**src/rtl/bitonic_pkg.sv**
```systemverilog
// Shared types and constants for the bitonic sorter and its stream sequencer.
// The list geometry is fixed by the combinational sorting network.
package bitonic_pkg;

    localparam int DATA_W   = 32;
    localparam int LIST_LEN = 8;

    typedef logic [DATA_W-1:0]                word_t;
    typedef logic [LIST_LEN-1:0][DATA_W-1:0] list_t;

    // All-ones padding sorts behind every genuine word.
    localparam word_t PAD_VALUE = 32'hFFFF_FFFF;

    typedef enum logic [1:0] {
        LOAD,
        SORT,
        DRAIN
    } state_t;

endpackage

```
**src/rtl/bitonic.sv**
```systemverilog
// Combinational 8x32 ascending bitonic sorting network.
// Every stage is a layer of compare-exchange elements.
module bitonic
    import bitonic_pkg::*;
(
    input  list_t original_list_i,
    output list_t sorted_list_o
);

    always_comb begin
        list_t net;
        word_t lo;
        word_t hi;
        // NOTE: every temporary gets a value up front so no path through the block can infer a latch.
        net = original_list_i;
        lo  = '0;
        hi  = '0;
        for (int k = 2; k <= LIST_LEN; k = k * 2) begin
            for (int j = k / 2; j > 0; j = j / 2) begin
                for (int i = 0; i < LIST_LEN; i++) begin
                    if ((i ^ j) > i) begin
                        lo = (net[3'(i)] < net[3'(i ^ j)]) ? net[3'(i)] : net[3'(i ^ j)];
                        hi = (net[3'(i)] < net[3'(i ^ j)]) ? net[3'(i ^ j)] : net[3'(i)];
                        // Direction alternates per k-block so each merge sees a bitonic sequence.
                        if ((i & k) == 0) begin
                            net[3'(i)]     = lo;
                            net[3'(i ^ j)] = hi;
                        end else begin
                            net[3'(i)]     = hi;
                            net[3'(i ^ j)] = lo;
                        end
                    end
                end
            end
        end
        sorted_list_o = net;
    end

endmodule

```
**src/rtl/bitonic_stream_ctrl.sv**
```systemverilog
// Valid/ready sequencer around the bitonic sorter: collect a list of 1..8 words,
// let the sorter settle for SORT_WAIT cycles, then replay the sorted words with a last marker.
module bitonic_stream_ctrl #(
    parameter int DATA_W    = 32,
    parameter int LIST_LEN  = 8,
    parameter int SORT_WAIT = 1
) (
    input  logic              clk_i,
    input  logic              rst_i,
    input  logic              s_valid_i,
    output logic              s_ready_o,
    input  logic [DATA_W-1:0] s_data_i,
    input  logic              s_last_i,
    output logic              m_valid_o,
    input  logic              m_ready_i,
    output logic [DATA_W-1:0] m_data_o,
    output logic              m_last_o,
    output logic              busy_o
);
    import bitonic_pkg::*;

    if (DATA_W != bitonic_pkg::DATA_W || LIST_LEN != bitonic_pkg::LIST_LEN) begin : g_bad_geometry
        $error("bitonic_stream_ctrl: DATA_W and LIST_LEN are fixed by the sorter");
    end
    if (SORT_WAIT < 1 || SORT_WAIT > 15) begin : g_bad_sort_wait
        $error("bitonic_stream_ctrl: SORT_WAIT must be 1..15");
    end

    localparam logic [3:0] SORT_LAST = 4'(SORT_WAIT - 1);

    state_t     state;
    logic [3:0] wr_cnt;
    logic [3:0] rd_ptr;
    logic [3:0] len;
    logic [3:0] wait_cnt;
    list_t      in_buf;
    list_t      out_buf;
    list_t      sorted_list;
    logic       list_done;
    logic       drain_done;

    // in_buf is held stable through SORT; that is the multicycle path into out_buf.
    bitonic u_bitonic (
        .original_list_i (in_buf),
        .sorted_list_o   (sorted_list)
    );

    assign list_done  = s_last_i || (wr_cnt == 4'd7);
    assign drain_done = (rd_ptr == len - 4'd1);

    // NOTE: sequential state uses non-blocking assignments so every register samples pre-edge values.
    always_ff @(posedge clk_i) begin
        if (rst_i) begin
            state    <= LOAD;
            wr_cnt   <= '0;
            rd_ptr   <= '0;
            len      <= '0;
            wait_cnt <= '0;
            // NOTE: the list buffers are cleared on reset so no stale words survive into a later list.
            in_buf   <= '0;
            out_buf  <= '0;
        end else begin
            case (state)
                LOAD: begin
                    if (s_valid_i) begin
                        in_buf[wr_cnt[2:0]] <= s_data_i;
                        wr_cnt              <= wr_cnt + 4'd1;
                        if (list_done) begin
                            for (int i = 0; i < LIST_LEN; i++) begin
                                if (4'(i) > wr_cnt) in_buf[3'(i)] <= PAD_VALUE;
                            end
                            len      <= wr_cnt + 4'd1;
                            wait_cnt <= '0;
                            state    <= SORT;
                        end
                    end
                end
                SORT: begin
                    wait_cnt <= wait_cnt + 4'd1;
                    if (wait_cnt == SORT_LAST) begin
                        out_buf <= sorted_list;
                        rd_ptr  <= '0;
                        state   <= DRAIN;
                    end
                end
                DRAIN: begin
                    if (m_ready_i) begin
                        if (drain_done) begin
                            wr_cnt <= '0;
                            state  <= LOAD;
                        end else begin
                            rd_ptr <= rd_ptr + 4'd1;
                        end
                    end
                end
                default: state <= LOAD;
            endcase
        end
    end

    // Outputs depend on registered state only; no input reaches an output combinationally.
    assign s_ready_o = (state == LOAD);
    assign m_valid_o = (state == DRAIN);
    assign busy_o    = (state != LOAD);
    assign m_data_o  = m_valid_o ? out_buf[rd_ptr[2:0]] : '0;
    assign m_last_o  = m_valid_o && drain_done;

endmodule

```
**config.mk**
```make
export PLATFORM = sky130hd
export DESIGN_NAME = bitonic_stream_ctrl
export DESIGN_NICKNAME = d
export VERILOG_FILES = /design/src/rtl/bitonic_pkg.sv /design/src/rtl/bitonic.sv /design/src/rtl/bitonic_stream_ctrl.sv
export SDC_FILE = /design/constraint.sdc
export NUM_CORES = 1
export LEC_CHECK = 0
export CAP_MARGIN = 40
export CORE_MARGIN = 4
export CORE_UTILIZATION = 30
export DETAILED_ROUTE_END_ITERATION = 16
export DONT_BUFFER_PORTS = 1
export PLACE_DENSITY = 0.54
export RECOVER_POWER = 25
export SYNTH_ARGS = -nofsm -noshare
export SYNTH_HDL_FRONTEND = slang
export SYNTH_SLANG_ARGS = --single-unit
```
**constraint.sdc**
```tcl
create_clock -name clk_i -period 2.1 [get_ports clk_i]
set_clock_uncertainty 0.15 [all_clocks]
set_input_delay 0.315 -clock clk_i [delete_from_list [all_inputs] [get_ports clk_i]]
set_output_delay 0.315 -clock clk_i [all_outputs]
set_load 0.005 [all_outputs]
```
; Word level (Yosys, flattened, before mapping)
; Index checks and enable logic that the tools add are counted.
[op_classes]
reduce_logical = 16
add_sub_neg = 4
n_mux = 28
order_cmp = 7
n_eq_ne = 10
[ops]
columns = cell, count
row1 = $bwmux W256, 1
row2 = $mux W32, 7
row3 = $mux W128, 1
row4 = $bmux W32 S3, 1
row5 = $demux W32 S3, 1
row6 = $mux W4, 8
row7 = $pmux W4 S2, 3
row8 = $add A4 B1 Y4 const B, 3
row9 = $mux W2, 5
row10 = $gt A1 B4 Y1 const A, 2
row11 = $gt A2 B4 Y1 const A, 2
row12 = $lt A3 B4 Y1 const B, 2
row13 = $reduce_and A4 Y1, 2
row14 = $reduce_bool A2 Y1, 4
row15 = $ne A2 B1 Y1 const B, 3
row16 = $ne A2 B2 Y1 const B, 3
row17 = $pmux W2 S3, 1
row18 = $reduce_and A3 Y1, 2
row19 = $reduce_and A5 Y1, 1
row20 = $eq A4 B3 Y1 const B, 1
row21 = $eq A4 B4 Y1, 1
row22 = $logic_not A4 Y1, 1
row23 = $reduce_and A2 Y1, 2
row24 = $sub A4 B1 Y4 const B, 1
row25 = other kinds (6), 7
[totals]
ff_bits = 402
in_bits = 37
out_inout_bits = 36
wordCells = 82

; Logic depth before layout (Yosys ltp)
[logic_depth]
ltp_word = 7
ltp_mapped = 9
mapped_depth_nobuf = 7

; Hierarchy
; A second synthesis with hierarchy kept.
[hier_totals]
cells_unflattened = 2816
hier_area_um2 = 22846.9
[by_module_without_submodules]
columns = module, cells_per_inst, seq_area_each_um2, instances, area_per_inst_um2
row1 = bitonic_stream_ctrl, 2559, 10610.2, 1, 20921.3
row2 = bitonic, 257, 0.0, 1, 1925.6

; Least setup slack after synthesis
; OpenSTA, ideal clock, no wires.
[synth_timing]
path_kind = register -> output
start = register rd_ptr[0]
end = output port m_data_o[10]
path_stages_with_launch = 5
arrival_time_ns = 1.589
slack_ns = 0.046
t_required_ns = 1.635
n_path_buf = 2
cell_sequence = dfxtp_1 buf_2 buf_2 mux4_2 and3_1
[synth_between]
elab_chain_len = 3
[synth_rtl]
columns = item, line_no
row1 = "start, declared", bitonic_stream_ctrl.sv:33  ; logic [3:0] rd_ptr;
row2 = "start signal, assigned", bitonic_stream_ctrl.sv:92  ; rd_ptr <= rd_ptr + 4'd1;
row3 = $bmux W32 S3, bitonic_stream_ctrl.sv:105  ; assign m_data_o = m_valid_o ? out_buf[rd_ptr[2:0]] : '0;
row4 = $mux W32 (implied by the code), bitonic_stream_ctrl.sv:105
row5 = $mux W32, bitonic_stream_ctrl.sv:105
row6 = "end, declared", bitonic_stream_ctrl.sv:16  ; output logic [DATA_W-1:0] m_data_o,
; No other way between the ends. The select of a mux whose other input is x is not followed.

; Worst setup path after layout
[layout_timing]
start = register rd_ptr[0]
end = output port m_data_o[19]
; Same word-level chain as after synthesis.

==> impl_metrics.tcl <==
set metrics [dict create \
    post-route-util_pct 36.7 \
    finalNetCount 1370 \
    startpoint_type "flip-flop" \
    cts_inserted_buffers 30 \
    status "finished, violations left" \
    die_y_um 198 \
    first_pass_iters 4 \
    synth-seq-area-share_pct 50.8 \
    fmax_mhz 421 \
    drv_cap 0 \
    grt_pass1_vias 8279 \
    synth_top_flop_cell "dfxtp_1" \
    internal-power_w 0.00840 \
    synth.area.top_cells "dfxtp_1 (51%), nand2_1 (18%), a21oi_1 (12%)" \
    drc 0 \
    clkPwrFrac_pct 46.8 \
    ir_worst_vdd_uv 542 \
    critical_path_depth 3 \
    drt-wirelength-per-cell_um 16.8 \
    gp_congestion 0.774 \
    p_sw_w 0.00243 \
    grt_usage_pct 15.1 \
    cp_cell_sequence "buf_12, mux4_2, and3_4" \
    vias 8753 \
    worstMarginPinSlew_ns 0.651 \
    routed_wirelength_um 30300 \
    synthCells 1323 \
    fin_cells 1809 \
    drive_gt1_share_pct 12.4 \
    maxSlewViolCount 0 \
    die_x_um 198 \
    die_area_um2 39100 \
    ys_ff_latch 274 \
    hold_slack_ns -0.295 \
    clkSinkCount 274 \
    io_pins 73 \
    grt_max_degree 276 \
    antenna_found_initial 3 \
    setup_viol 34 \
    clk_pin_slew_ns 0.06 \
    crit_slowest_cell "mux4_2" \
    synth_top_area_share_pct 50.8 \
    cp.buffers_inverters 1 \
    path_delay_family "multiplexers" \
    core_um2 35500 \
    start_util_pct 30.4 \
    final.period_utilization_pct 113 \
    clkLatencyLatePin_ns 0.55 \
    async_flop_share_pct 0 \
    syn_area_um2 10800 \
    std_cell_rows 69 \
    swShare_pct 22.4 \
    violations "negative hold slack, negative setup slack" \
    cellPowerDensity_nw_per_um2 832 \
    cp.required_ns 1.63 \
    grt_pass1_wl_um 47300 \
    period_needed_ns 2.37 \
    hold_class "input port to flip-flop" \
    synth-edff-count 0 \
    io_buffers 0 \
    synth_commonest_cells "nand2_1 (523), dfxtp_1 (274), a21oi_1 (261)" \
    fin_ws_ns -0.275 \
    power_leakage_nw 4.13 \
    end_kind "output port" \
    dp_slack_ns 0.150 \
    yosysWarningCount 0 \
    seqPwrFrac_pct 48.4 \
    combPwrFrac_pct 4.8 \
    cpPeakStageDelay_ns 0.53 \
    globalRoute.totalOverflow 0 \
    worstPathArrival_ns 1.91 \
    avgViaCountPerCell 4.84 \
    finalHoldViolations 167 \
    cts-root-buf "clkbuf_16" \
    rsz0062_at_grt "true" \
    slew-limit-headroom_pct 56.6 \
    cts_htree_levels 1 \
    crit_fanout 10 \
    yosysTopAreaCell "dfxtp_1" \
    initialDrtViolationCount 633 \
    worstHoldPathCells 1 \
    crit_type "flip-flop to output port" \
    synth_fp_nets 1365 \
    design_area_um2 13000 \
    cts.path.max_buffers 3 \
    holdBufCountCts 36 \
    placed_area_um2 11400 \
    synthDistinctLibCells 46 \
    hpwl_um 16300 \
    r2r_cells 5 \
    tritoncts "done" \
    dp_cells 1711 \
    synth.most_common_cell "nand2_1" \
    drtAntennaViolNets 0 \
    synth_area_per_cell_um2 8.16 \
    areaGrowthSynthToFinish_pct 20.6 \
]
[worst paths after layout]
check             slack [ns]                startpoint                   endpoint
setup / recovery       -0.27    rd_ptr[0]$_SDFFE_PP0P_               m_data_o[19]
hold / removal         -0.30                     rst_i   wait_cnt[3]$_SDFFE_PP0P_
hold reg to reg         0.29  in_buf[172]$_SDFFE_PP0P_  out_buf[172]$_SDFFE_PP0P_
setup reg to reg       -0.01     state[0]$_SDFFE_PP0P_     wr_cnt[0]$_SDFFE_PP0P_
[cells by family (layout without fill, tap and decap cells)]
logic type / after synthesis / count (layout) / share of synthesized area (%)
compound gates: 277 / 277 / 13.2
xor+xnor: 10 / 10 / 0.962
fa+ha+maj: 5 / 5 / 0.580
buf+inv: 113 / 137 / 4.59
flops: 274 / 274 / 50.8
mux: 34 / 34 / 6.86
other cells: 0 / 1 / 0
simple gates: 610 / 610 / 23.0
[power groups by stage]
stage,clock network [W],logic (W),registers (W)
after floorplan,0,0.000312,0.00535
after global placement,0,0.000396,0.00535
after detailed placement,0,0.000395,0.00535
after CTS,0.00521,0.000514,0.00524
after global routing,0.00541,0.000566,0.00524
final,0.00507,0.000519,0.00524
[cell usage in the layout (no fill, tap or decap), types with 2 or more instances in the layout]
cell	count
a31oi_1	2
and3_4	32
inv_1	7
dfxtp_2	2
nor2_4	2
mux2i_1	2
buf_4	14
ha_1	5
nor4_1	2
buf_12	17
xnor2_1	6
and2_1	2
nand4_1	2
xor2_1	3
or3_1	4
a211oi_1	2
clkbuf_8	7
o21ai_0	4
buf_6	4
nand2_1	521
mux4_2	32
clkbuf_1	8
nor3_4	3
clkinv_2	2
clkbuf_16	33
nand2_4	2
a21oi_1	261
dfxtp_1	271
nor2_1	18
dlygate4sd3_1	35
nand3_1	6
nor3_1	7
[metrics by stage]
stage | power (W) | hold slack [ns] | setup TNS, ns
3_5_place_dp | 0.00575 | 0.275 | 0
6_report | 0.0108 | -0.295 | -8.26
5_1_grt | 0.0112 | -0.326 | -11.47
2_1_floorplan | 0.00566 | 0.282 | 0
3_3_place_gp | 0.00575 | 0.275 | 0
4_1_cts | 0.0110 | -0.309 | -10.31
[layer usage]
layer	track usage [%]	vias to the layer above	routed length (um)
met2	24.4	142	14000
met3	3.05	33	1450
met5	0	-	21
li1	-	4376	-
met1	20.9	4198	14400
met4	3.09	4	522
[final cells by class]
cell class              count  area (um^2)
clock buffers              44          873
multi-input cells         936         5000
fillers                  3616        22500
clock inverters             7         81.3
diodes                      1         2.50
flip-flops and latches    274         5490
well taps                 461          577
repair buffers             77          947
inverters                   9         36.3
[registers in the layout, summed over array words and instances (netlist names)]
register and cells:
in_buf 128, wr_cnt 4, wait_cnt 4, out_buf 128
state 2, len 4, rd_ptr 4
[timing repair]
action | 4_1_cts | 5_1_grt
endpoints found under the hold margin | 274 | 273
buffers inserted | 6 | 3
setup endpoints to repair | 33 | 46
resized for setup | 31 | 23
pin swaps | 1 | 10
gates cloned | 2 | 3
Power figures use the tool's default switching activity.
